==> src/rtl/alu_unit_if.sv <==
// Bus between the control unit and the ALU. The control side drives the request.
// The ALU side returns the registered result, the status flags and the accumulator write strobe.
interface alu_unit_if;
  logic       start;
  logic [2:0] op;
  logic [7:0] a;
  logic [7:0] b;
  logic [7:0] result;
  logic       acc_write;
  logic       busy;
  logic       carry;
  logic       zero;

  modport master (
    output start, op, a, b,
    input  result, acc_write, busy, carry, zero
  );

  modport slave (
    input  start, op, a, b,
    output result, acc_write, busy, carry, zero
  );
endinterface

==> src/rtl/alu_unit.sv <==
// Sequential 8-bit ALU feeding the accumulator. Logic, add/sub and shift ops take one cycle.
// Multiply is an 8-iteration shift-add with a busy handshake.
module alu_unit (
  input  logic     clk,
  input  logic     rst,
  alu_unit_if.slave bus
);

  typedef enum logic {S_IDLE, S_MUL} state_e;

  localparam logic [2:0] OP_ADD = 3'b000;
  localparam logic [2:0] OP_SUB = 3'b001;
  localparam logic [2:0] OP_AND = 3'b010;
  localparam logic [2:0] OP_OR  = 3'b011;
  localparam logic [2:0] OP_XOR = 3'b100;
  localparam logic [2:0] OP_SHL = 3'b101;
  localparam logic [2:0] OP_SHR = 3'b110;
  localparam logic [2:0] OP_MUL = 3'b111;

  state_e      state_q,     state_d;
  logic [7:0]  result_q,    result_d;
  logic        carry_q,     carry_d;
  logic        zero_q,      zero_d;
  logic        acc_write_q, acc_write_d;
  logic [15:0] mcand_q,     mcand_d;
  logic [7:0]  mplier_q,    mplier_d;
  logic [15:0] product_q,   product_d;
  logic [2:0]  count_q,     count_d;

  logic [8:0]  alu_res;     // {carry, result} for single-cycle ops
  logic [15:0] prod_next;

  always_comb begin
    // NOTE: every always_comb output gets a default first so no path can infer a latch.
    alu_res = '0;
    unique case (bus.op)
      OP_ADD: alu_res = {1'b0, bus.a} + {1'b0, bus.b};
      OP_SUB: alu_res = {1'b0, bus.a} - {1'b0, bus.b};  // bit 8 is the borrow
      OP_AND: alu_res = {1'b0, bus.a & bus.b};
      OP_OR:  alu_res = {1'b0, bus.a | bus.b};
      OP_XOR: alu_res = {1'b0, bus.a ^ bus.b};
      OP_SHL: alu_res = {bus.a[7], bus.a[6:0], 1'b0};
      OP_SHR: alu_res = {bus.a[0], 1'b0, bus.a[7:1]};
      OP_MUL: alu_res = '0;
    endcase
  end

  assign prod_next = product_q + (mplier_q[0] ? mcand_q : 16'h0000);

  always_comb begin
    state_d     = state_q;
    result_d    = result_q;
    carry_d     = carry_q;
    zero_d      = zero_q;
    acc_write_d = 1'b0;
    mcand_d     = mcand_q;
    mplier_d    = mplier_q;
    product_d   = product_q;
    count_d     = count_q;

    unique case (state_q)
      S_IDLE: begin
        if (bus.start) begin
          if (bus.op == OP_MUL) begin
            mcand_d   = {8'h00, bus.a};
            mplier_d  = bus.b;
            product_d = '0;
            count_d   = '0;
            state_d   = S_MUL;
          end else begin
            result_d    = alu_res[7:0];
            carry_d     = alu_res[8];
            zero_d      = (alu_res[7:0] == 8'h00);
            acc_write_d = 1'b1;
          end
        end
      end
      S_MUL: begin
        product_d = prod_next;
        mcand_d   = {mcand_q[14:0], 1'b0};
        mplier_d  = {1'b0, mplier_q[7:1]};
        count_d   = count_q + 3'd1;
        // The eighth iteration publishes straight from the adder output.
        if (count_q == 3'd7) begin
          result_d    = prod_next[7:0];
          carry_d     = |prod_next[15:8];
          zero_d      = (prod_next[7:0] == 8'h00);
          acc_write_d = 1'b1;
          state_d     = S_IDLE;
        end
      end
    endcase
  end

  // NOTE: sequential state uses non-blocking assignments only, so every flop samples pre-edge values.
  always_ff @(posedge clk) begin
    if (rst) begin
      // NOTE: the multiplier working registers are reset too, so an aborted multiply leaves no residue.
      state_q     <= S_IDLE;
      result_q    <= '0;
      carry_q     <= 1'b0;
      zero_q      <= 1'b0;
      acc_write_q <= 1'b0;
      mcand_q     <= '0;
      mplier_q    <= '0;
      product_q   <= '0;
      count_q     <= '0;
    end else begin
      state_q     <= state_d;
      result_q    <= result_d;
      carry_q     <= carry_d;
      zero_q      <= zero_d;
      acc_write_q <= acc_write_d;
      mcand_q     <= mcand_d;
      mplier_q    <= mplier_d;
      product_q   <= product_d;
      count_q     <= count_d;
    end
  end

  assign bus.result    = result_q;
  assign bus.carry     = carry_q;
  assign bus.zero      = zero_q;
  assign bus.acc_write = acc_write_q;
  assign bus.busy      = (state_q == S_MUL);

endmodule

==> src/flat_wrapper.sv <==
// flat-port wrapper written by rule: the top's interface ports become plain ports
module alu_unit_flat 
  (clk, rst, bus_start, bus_op, bus_a, bus_b, bus_result, bus_acc_write, bus_busy, bus_carry, bus_zero);
  alu_unit_if bus_i ();
  input  logic clk;
  input  logic rst;
  input wire logic [$bits(bus_i.start)-1:0] bus_start;
  input wire logic [$bits(bus_i.op)-1:0] bus_op;
  input wire logic [$bits(bus_i.a)-1:0] bus_a;
  input wire logic [$bits(bus_i.b)-1:0] bus_b;
  output wire logic [$bits(bus_i.result)-1:0] bus_result;
  output wire logic [$bits(bus_i.acc_write)-1:0] bus_acc_write;
  output wire logic [$bits(bus_i.busy)-1:0] bus_busy;
  output wire logic [$bits(bus_i.carry)-1:0] bus_carry;
  output wire logic [$bits(bus_i.zero)-1:0] bus_zero;
  assign bus_i.start = bus_start;
  assign bus_i.op = bus_op;
  assign bus_i.a = bus_a;
  assign bus_i.b = bus_b;
  assign bus_result = bus_i.result;
  assign bus_acc_write = bus_i.acc_write;
  assign bus_busy = bus_i.busy;
  assign bus_carry = bus_i.carry;
  assign bus_zero = bus_i.zero;
  alu_unit u_core (.clk(clk), .rst(rst), .bus(bus_i));
endmodule
==> config.mk <==
export PLATFORM = sky130hd
export DESIGN_NAME = alu_unit_flat
export DESIGN_NICKNAME = d
export VERILOG_FILES = /design/src/rtl/alu_unit_if.sv /design/src/rtl/alu_unit.sv /design/src/flat_wrapper.sv
export SDC_FILE = /design/constraint.sdc
export NUM_CORES = 1
export LEC_CHECK = 0
export ABC_AREA = 1
export CAP_MARGIN = 20
export CORE_MARGIN = 8
export CORE_UTILIZATION = 45
export DETAILED_ROUTE_END_ITERATION = 10
export GPL_TIMING_DRIVEN = 0
export MAX_ROUTING_LAYER = met4
export PLACE_DENSITY = 0.74
export SLEW_MARGIN = 20
export SYNTH_ARGS = -nofsm -noshare
export SYNTH_HDL_FRONTEND = slang
export SYNTH_SLANG_ARGS = --single-unit
==> constraint.sdc <==
create_clock -name clk -period 2.85 [get_ports clk]
set_clock_uncertainty 0.2 [all_clocks]
set_input_delay 0.57 -clock clk [delete_from_list [all_inputs] [get_ports clk]]
set_output_delay 0.57 -clock clk [all_outputs]
set_load 0.05 [all_outputs]
==> summary.txt <==
Run status
  – Status: complete, no violations

Clocking
  – TritonCTS Buffers: 5
  – H-tree depth: 2
  – Clock-pin slew on the worst setup and hold paths: 0.11 ns
  – Root Driver: clkbuf_8
  – Skew-Pair Late Insertion Delay: approximately 0.31 ns
  – Sink Count: 55
  – CTS tree: done
  – Max Root-Sink Buffers: 2

Drt
  – DR vias: ~4500
  – Final WL: around 12000 um
  – DRT iter0 DRCs: roughly 340
  – Drt pass-1 iters: 4
  – Final ANT Viol Nets: 0
  – DRC violations left: 0
  – Drt wl/cell: approximately 14 um
  – Via density per instance: 5.17

STA
  – RSZ-0062 raised after global routing: true
  – Final hold vios: 0
  – Slew headroom: 0.603
  – F_max: between 300 and 400 MHz
  – Part of the cycle the worst path needs: 0.957
  – Setup violators final: 0
  – Final Max Tran Viols: 0
  – Fin Setup TNS: 0 ns
  – Minimum clock period: around 2.7 ns
  – Worst-margin pin slew: between 0.5 and 0.6 ns

GRT
  – Vias in the first global route: around 4300
  – GR Util met3: 0.0275
  – First-pass GRT wire length: roughly 20000 um
  – Grt met2 use: 0.306
  – Largest net degree at the start of global routing: 20
  – Top Usage Layer GRT: met2
  – GRT overflow: 0
  – M1 GR Usage: 0.266
  – Total GRT Usage: 0.197
  – Initial antenna violation count: 0

Yosys
  – Multiplexer area fraction after synthesis: 0
  – Asr flop ratio synth: 0
  – XOR/XNOR share of the synthesized area: 0.0266
  – Share of the synthesized area in the top cell type: 0.257
  – Synth Area in Adders: 0.132
  – Top cells by area in the synthesized netlist: dfxtp_1 (26%), nand2_1 (22%), ha_1 (12%)
  – Cell variety after synth: 31
  – Synth Area in Compound Gates: 0.142
  – Post-Syn Instances: 693
  – EDFF count, synth: 0
  – Syn nets: ~760
  – Yosys warns: 0
  – Largest family of logic cells by synthesized area: simple AND/OR/NAND/NOR gates
  – Mapped Area: between 4000 and 5000 um^2
  – Flop and latch count out of synthesis: between 50 and 60
  – Cell taking the most area after synthesis: dfxtp_1
  – Post-synthesis sequential area ratio: 0.257
  – Post-synth top flop: dfxtp_1
  – Syn Area/Cell: between 6 and 7 um^2
  – Synth Area in Simple Gates: 0.336

Critical path
  – Crit. Startpoint: bus_b[0]
  – Worst R2R Setup Slack: roughly 0.20 ns
  – Reg2Reg Depth: 17
  – Crit path max fanout: 5
  – Worst Setup Start Kind: input port
  – CP Class: in -> reg
  – Worst path required time: roughly 2.9 ns
  – Crit path to: u_core.bus.zero$_SDFFE_PP0P_
  – Worst r2r src: u_core.mplier_q[0]$_SDFFE_PP0P_
  – Reg2reg end: u_core.bus.carry$_SDFFE_PP0P_
  – CP arrival: approximately 2.8 ns
  – Worst Setup End Kind: register

Power and ir drop
  – Flop pwr share: 0.460
  – PD cells: 352 nW/um^2
  – Comb pwr share: 0.270
  – Peak supply drop: 216 uV
  – Clk network pwr share: 0.270
  – Sw power: around 0.61 mW
  – Leak pwr: approximately 2.5 nW
  – Switching power share of the total: 0.347
  – Internal power: 1.14 mW

Worst hold path
  – HP Class: reg -> reg
  – HP Start: u_core.mcand_q[15]$_SDFFE_PP0P_

Floorplan
  – Die Y: approximately 110 um
  – Die width: ~110 um
  – Num rows: 35
  – Core area: slightly above 9000 um^2
  – I/O pins: 34
  – Die area: 12900 um^2
  – Starting Density: 0.464

Cells and area
  – Antenna fix cells: 0
  – Area Overhead vs Synth: 15.7%
  – Fin nets: 798
  – Proportion of layout cells with a drive suffix above 1: 0.0778
  – Fin cells: about 860

Place
  – Cell count after placement: between 800 and 900
  – Placer Congestion: roughly 0.95
  – Hpwl dp: slightly below 10000 um
  – PortBufs: 32

Run
  – Max Cap Viol: 0
==> per-layer routing <==
metal,part of all wire,vias to the layer above
li1,-,2296
met1,0.50,2042
met2,0.45,104
met3,0.045,12
met4,0.010,0
met5,0,-
==> cell usage after synthesis (all sizes together) (3+ instances only) <==
cell type,number
or2,6
o21ai,25
nand3b,4
ha,42
xnor2,4
nand4,6
dfxtp,55
a21oi,49
o211ai,4
a31oi,19
nor3,6
nand2,254
inv,97
buf,5
clkbuf,16
nand3,35
and2,3
o21a,4
xor2,9
nor2,40
==> placed cells by master (no fill, tap or decap), types with 6 or more instances in the layout <==
cell type        instances
nand2_1                249
inv_1                   90
dfxtp_1                 54
a21oi_1                 46
ha_1                    39
nor2_1                  37
nand3_1                 35
o21ai_0                 22
clkdlybuf4s50_1         21
a31oi_1                 18
clkbuf_1                14
xor2_1                   9
inv_2                    7
nand4_1                  6
==> cells by family (layout without fill, tap and decap cells) <==
group / Yosys count / count (layout)
flip-flops: 55 / 55
XOR/XNOR: 13 / 13
adder cells (fa/ha/maj): 44 / 44
AND/OR/NAND/NOR: 355 / 355
buffers and inverters: 118 / 158
AO/OA/AOI/OAI: 108 / 108
==> final cells by class <==
type / count / area (um^2)
fill: 949 / 4280
multi-input combinational: 520 / 2830
sequential: 55 / 1100
inverter: 97 / 364
timing repair buffer: 33 / 312
tap: 129 / 161
buffer: 20 / 91.3
clock buffer: 5 / 68.8
clock inverter: 3 / 28.8
==> registers in the layout, summed over array words and instances, names as in the netlist <==
signal	flops
u_core.bus.acc_write	1
u_core.bus.carry	1
u_core.bus.zero	1
u_core.count_q	3
u_core.mplier_q	8
u_core.bus.busy	1
u_core.mcand_q	16
u_core.product_q	16
u_core.bus.result	8
==> per-stage QoR <==
stage / setup slack (ns) / utilization / total power, mW / cell area (um^2) / hold WS, ns
6_report: 0.122 / 0.536 / 1.74 / 4960 / 0.270
3_3_place_gp: -0.950 / 0.516 / 1.24 / 4770 / 0.252
5_1_grt: -0.0443 / 0.536 / 1.83 / 4960 / 0.294
3_5_place_dp: -0.993 / 0.516 / 1.25 / 4770 / 0.254
4_1_cts: -0.0315 / 0.532 / 1.74 / 4920 / 0.272
2_1_floorplan: 0.0930 / - / 1.10 / 4290 / 0.241
==> power by group through the flow <==
stage / Clock (mW) / Combinational (mW) / Sequential (mW)
after global routing: 0.506 / 0.517 / 0.805
after global placement: 0 / 0.426 / 0.818
after detailed placement: 0 / 0.433 / 0.819
after CTS: 0.488 / 0.448 / 0.803
after floorplan: 0 / 0.234 / 0.866
final: 0.471 / 0.471 / 0.802
==> worst max-delay path: stages <==
cell and delay [ns]:
buf_4 0.13, inv_2 0.05, ha_2 0.18, or2_2 0.30, xor2_1 0.15, ha_1 0.36
or2_4 0.26, nand3_1 0.07, nand4_1 0.20, nor2_1 0.14, nand2_1 0.06, nor2_1 0.12
nand2_1 0.09, a21oi_2 0.11
==> how the worst min path moves through the flow <==
stage | to | slack (ns) | cells past startpoint
final | u_core.mcand_q[15]$_SDFFE_PP0P_ | 0.27 | 2
after CTS | u_core.mcand_q[15]$_SDFFE_PP0P_ | 0.27 | 2
after detailed placement | u_core.mcand_q[15]$_SDFFE_PP0P_ | 0.25 | 2
after global routing | u_core.product_q[11]$_SDFFE_PP0P_ | 0.29 | 2
after global placement | u_core.mcand_q[15]$_SDFFE_PP0P_ | 0.25 | 2
after floorplan | u_core.mcand_q[15]$_SDFFE_PP0P_ | 0.24 | 2
==> timing repair <==
item,4_1_cts,5_1_grt
pin swaps,3,8
endpoints found under the setup margin,9,7
resized for setup,26,39
buffers inserted,0,1
hold buffers,0,0
No activity file was read; power rests on OpenSTA's default activity.
